[src/rtl/pixel_writer.sv]
// pixel_writer: queues 24-bit {X,Y,Colour} pixel words in a small FIFO and
// writes each one to a linear framebuffer with a we/ack handshake.
// Optional feature macro: PIXWR_CLIP_EN (drop and count off-screen pixels).
module pixel_writer #(
   parameter int SCREEN_W = 160,
   parameter int SCREEN_H = 120,
   parameter int DEPTH    = 4
) (
   input  logic        clk,
   input  logic        rst,
   input  logic [23:0] Kbus,
   input  logic        pix_valid,
   output logic        in_ready,
   output logic [15:0] fb_addr,
   output logic [7:0]  fb_data,
   output logic        fb_we,
   input  logic        fb_ack,
   output logic        busy,
   output logic        overflow,
   output logic [7:0]  clip_cnt
);

   localparam int PW = $clog2(DEPTH);

   typedef enum logic [1:0] {IDLE, CALC, WRITE} state_e;

   state_e        state_q, state_d;
   logic [23:0]   mem_q [DEPTH];
   logic [PW-1:0] wr_ptr_q, rd_ptr_q;
   logic [PW:0]   count_q;
   logic [23:0]   pix_q;
   logic [15:0]   fb_addr_q;
   logic [7:0]    fb_data_q;
   logic          overflow_q;
   logic          push, pop, clip;

   // Head is popped only from IDLE; a pop frees a slot for a same-cycle push.
   assign pop      = (state_q == IDLE) && (count_q != '0);
   assign in_ready = (count_q != (PW+1)'(DEPTH)) || pop;
   assign push     = pix_valid && in_ready;

`ifdef PIXWR_CLIP_EN
   logic [7:0] clip_cnt_q;
   assign clip = ({1'b0, pix_q[23:16]} >= 9'(SCREEN_W)) ||
                 ({1'b0, pix_q[15:8]}  >= 9'(SCREEN_H));

   // Saturating count of pixels dropped in CALC for being off-screen.
   always_ff @(posedge clk or posedge rst) begin
      if (rst)                                                clip_cnt_q <= '0;
      else if (state_q == CALC && clip && clip_cnt_q != 8'hFF) clip_cnt_q <= clip_cnt_q + 8'd1;
   end
   assign clip_cnt = clip_cnt_q;
`else
   assign clip     = 1'b0;
   assign clip_cnt = '0;
`endif

   // FIFO storage; no reset needed, validity is tracked by count_q.
   always_ff @(posedge clk) begin
      if (push) mem_q[wr_ptr_q] <= Kbus;
   end

   // FIFO pointers, occupancy and sticky overflow flag.
   always_ff @(posedge clk or posedge rst) begin
      if (rst) begin
         wr_ptr_q   <= '0;
         rd_ptr_q   <= '0;
         count_q    <= '0;
         overflow_q <= 1'b0;
      end else begin
         if (push) wr_ptr_q <= wr_ptr_q + PW'(1);
         if (pop)  rd_ptr_q <= rd_ptr_q + PW'(1);
         case ({push, pop})
            2'b10:   count_q <= count_q + 1'b1;
            2'b01:   count_q <= count_q - 1'b1;
            default: count_q <= count_q;
         endcase
         if (pix_valid && !in_ready) overflow_q <= 1'b1;
      end
   end

   // Popped pixel, then its address/colour resolved in CALC and held through WRITE.
   always_ff @(posedge clk or posedge rst) begin
      if (rst) begin
         pix_q     <= '0;
         fb_addr_q <= '0;
         fb_data_q <= '0;
      end else begin
         if (pop) pix_q <= mem_q[rd_ptr_q];
         if (state_q == CALC) begin
            fb_addr_q <= 16'(pix_q[15:8]) * 16'(SCREEN_W) + 16'(pix_q[23:16]);
            fb_data_q <= pix_q[7:0];
         end
      end
   end

   // State register; async reset drops fb_we at once since fb_we decodes state.
   always_ff @(posedge clk or posedge rst) begin
      if (rst) state_q <= IDLE;
      else     state_q <= state_d;
   end

   // Next-state: IDLE -> CALC on pop, CALC -> WRITE (or IDLE if clipped), WRITE -> IDLE on ack.
   always_comb begin
      state_d = state_q;
      case (state_q)
         IDLE:    if (pop) state_d = CALC;
         CALC:    state_d = clip ? IDLE : WRITE;
         WRITE:   if (fb_ack) state_d = IDLE;
         default: state_d = IDLE;
      endcase
   end

   assign fb_we    = (state_q == WRITE);
   assign fb_addr  = fb_addr_q;
   assign fb_data  = fb_data_q;
   assign busy     = (count_q != '0) || (state_q != IDLE);
   assign overflow = overflow_q;

endmodule

[config.mk]
export PLATFORM = sky130hd
export DESIGN_NAME = pixel_writer
export DESIGN_NICKNAME = d
export VERILOG_FILES = /design/src/rtl/pixel_writer.sv
export SDC_FILE = /design/constraint.sdc
export NUM_CORES = 1
export LEC_CHECK = 0
export CAP_MARGIN = 20
export CORE_MARGIN = 5
export CORE_UTILIZATION = 61
export DETAILED_ROUTE_END_ITERATION = 12
export PLACE_DENSITY = 0.95
export SYNTH_ARGS = -nofsm -noshare
export SYNTH_HDL_FRONTEND = slang
export SYNTH_SLANG_ARGS = --single-unit
export TNS_END_PERCENT = 5
[constraint.sdc]
create_clock -name clk -period 5.98 [get_ports clk]
set_input_delay 0.598 -clock clk [delete_from_list [all_inputs] [get_ports clk]]
set_output_delay 0.598 -clock clk [all_outputs]
set_load 0.02 [all_outputs]
==> run_results.csv <==
group,metric,value,unit
critical_path,r2r-start,"pix_q[11]",
placement,detailed_place_hpwl,7936,um
floorplan,die_h,113.0,um
clocking,cts_buffers,17,
floorplan,die_area,0.01277,mm2
outcome,outcome,"complete, no violations",
clocking,ctsLongestPathBuffers,2,
detailed_routing,drt-initial-drc-count,345,
sta,rsz0062_at_grt,"false",
critical_path,critPathCapture,"in_ready",
critical_path,worstPathMaxFanout,7,
power_and_ir_drop,p_comb_share,43.0,%
synthesis,ys_seq_area_share,66.98,%
detailed_routing,postRouteAntennaNets,0,
layout,ff_latch_area,0.004335,mm2
layout,nets,531,
floorplan,rows,37,
power_and_ir_drop,pwr-share-seq,34.9,%
global_route,grt_max_degree,59,
flow_run,maxCapViolCount,0,
global_route,track_usage,23.07,%
clocking,cts-resized-gates,0,
floorplan,io_pins,64,
sta,final-hold-violation-count,0,
synthesis,synth_cell_types,48,
power_and_ir_drop,p_sw_share,36.43,%
floorplan,start_util,62.68,%
synthesis,yosysWarnings,0,
sta,min_period,2.882,ns
clocking,clockRootBuffer,"clkbuf_8",
layout,mostFrequentLayoutCell,"edfxtp_1",
detailed_routing,drc,0,
clocking,clock_sinks,154,
layout,diodes,0,
power_and_ir_drop,p_int,3.170,mW
sta,setup_viol,0,
synthesis,syn_inst,412,
sta,relSlewSlack,42.05,%
floorplan,die_x,113.0,um
sta,worst_pin_slew,0.8692,ns
placement,portBuffers,55,
critical_path,reg2regPathDepth,9,
sta,fin_crit_sh,48.20,%
power_and_ir_drop,power_density,632.4,mW/mm2
power_and_ir_drop,p_clk_share,22.1,%
detailed_routing,detail_route.first_pass.iterations,5,
layout,final.fill_count,523,
detailed_routing,via_per_inst,5.978,
clocking,htree_levels,4,
synthesis,post_synth.cell_area_avg,15.71,um2
synthesis,synth_edf_count,96,
global_route,grt.overflow.total,0,
floorplan,core-area,0.01032,mm2
global_route,grt_antenna_before_repair,0,
synthesis,async_reset_ff_share,37.66,%
critical_path,worst_r2r_endpoint,"fb_addr[14]",
critical_path,worstSetupPathType,"reg2out",
critical_path,cp-start-kind,"flop",
clocking,postCtsHoldBufs,0,
synthesis,ys_ff_latch,154,
power_and_ir_drop,p_leak,3.050,nW
sta,setup_tns,0,ns
clocking,post_cts_buffers,0,
clocking,clock_latency,0.53,ns
sta,finClkSkew,0.007634,ns
critical_path,end_kind,"primary output",
critical_path,reg2reg_slack,3.42,ns
detailed_routing,wirelength,14110,um
clocking,clkTransAtPathRegs,0.07,ns
power_and_ir_drop,p_sw,1.816,mW
clocking,cts_tree,"yes",
power_and_ir_drop,peakVddDrop,0.3166,mV
critical_path,arrival,2.28,ns
global_route,grt_pass1_vias,3955,
sta,max_freq,0.3469,GHz
placement,gp_congestion,0.8874,
sta,report.final.slew_viol_count,0,
layout,final_cell_mix,"edfxtp_1 (96), dfrtp_1 (57), nand2_1 (56)",
sta,timing.hold.ws,0.4753,ns
detailed_routing,wl_per_cell,22.43,um
critical_path,startpoint,"state_q[1]",
layout,areaGrowthSynthToFinish,21.85,%
global_route,grt_pass1_wl,21950,um
hold_path,worstHoldPathType,"reg2reg",
critical_path,required,5.38,ns
synthesis,ys.flop_type,"edfxtp_1",
synthesis,synth_area,0.006471,mm2
layout,multi_input_area,0.001974,mm2
detailed_routing,routed-via-count,3760,
layout,drive_gt1_share,19.68,%
==> cells in the mapped netlist, types with 3 or more instances <==
cell type   n  area [um2]
edfxtp_1   96        2883
dfrtp_1    58        1451
nand2_1    56       210.2
mux4_2     24       540.5
mux2_2     22       247.7
ha_1       20       250.2
inv_1      19       71.32
o21ai_0    15       75.07
buf_4      10       75.07
nor2_1     10       37.54
clkbuf_1    8       30.03
xnor2_1     8       70.07
nand2b_1    5       31.28
nor3_1      5       25.02
xor2_1      5       43.79
and3_1      4       25.02
buf_2       4       20.02
nor2b_1     4       25.02
a21oi_1     3       15.01
a31oi_1     3       18.77
fa_1        3       60.06
==> logic make-up (layout without fill, tap and decap cells) <==
group | count (synthesis) | in the layout | share of synthesized area [%]
flops | 154 | 154 | 66.98
fa+ha+maj | 23 | 23 | 4.795
compound gates | 40 | 40 | 4.544
buf+inv | 41 | 115 | 3.036
simple gates | 93 | 93 | 6.496
mux | 47 | 47 | 12.34
other cells | 1 | 8 | 0.05795
xor+xnor | 13 | 13 | 1.759
==> final cells by class <==
| type | count | area share [%] |
|---|---|---|
| flip-flops and latches | 154 | 54.98 |
| well taps | 136 | 2.158 |
| repair buffers | 64 | 9.203 |
| clock buffers | 20 | 5.649 |
| clock inverters | 12 | 2.063 |
| multi-input cells | 224 | 25.04 |
| inverters | 19 | 0.9045 |
==> metrics by stage <==
stage                     instances  util (%)  cell area (um2)  worst slack [ns]  power [mW]
after floorplan                 419         -             6497             3.662       3.158
after global placement          590     68.94             7117             3.477       3.588
after detailed placement        590     68.94             7117             3.373       3.736
after CTS                       622     74.83             7725             3.144       4.891
after global routing            629     76.38             7885             3.094       5.284
final                           629     76.38             7885             3.098       4.986
==> sequential cells by signal, summed over array words and instances, names as in the netlist <==
| signal | count |
|---|---|
| count_q | 3 |
| overflow | 1 |
| fb_data | 8 |
| rd_ptr_q | 2 |
| mem_q | 96 |
| state_q | 2 |
| wr_ptr_q | 2 |
| fb_addr | 16 |
| pix_q | 24 |
==> critical path, stage by stage, from the launching register on <==
cell	delay, ns
dfrtp_1	0.46
o2111ai_1	0.57
clkdlybuf4s50_1	0.73
==> power by group through the flow <==
stage / Clock (mW) / Sequential, mW / Combinational (mW)
2_1_floorplan: 0 / 1.72 / 1.44
3_3_place_gp: 0 / 1.73 / 1.86
3_5_place_dp: 0 / 1.77 / 1.97
4_1_cts: 1.11 / 1.77 / 2.02
5_1_grt: 1.16 / 1.78 / 2.35
6_report: 1.10 / 1.74 / 2.15
==> how the worst min path moves through the flow <==
| stage | start | endpoint | slack [ns] | cells after the start |
|---|---|---|---|---|
| after floorplan | pix_q[16] | fb_addr[0] | 0.43 | 2 |
| after global placement | pix_q[20] | fb_addr[4] | 0.45 | 2 |
| after detailed placement | pix_q[6] | fb_data[6] | 0.46 | 2 |
| after CTS | pix_q[6] | fb_data[6] | 0.48 | 2 |
| after global routing | fb_data[5] | fb_data[5] | 0.50 | 2 |
| final | pix_q[6] | fb_data[6] | 0.48 | 2 |
==> layer usage <==
layer	wire length, um	GRT usage (%)	share of wire (%)	up-vias
li1	-	-	-	1643
met1	5507	29.78	39	1916
met2	7334	37.88	52	172
met3	942	5.615	6.7	29
met4	325	9.535	2.3	0
met5	0	0	0	-
No activity file was read; power rests on OpenSTA's default activity.
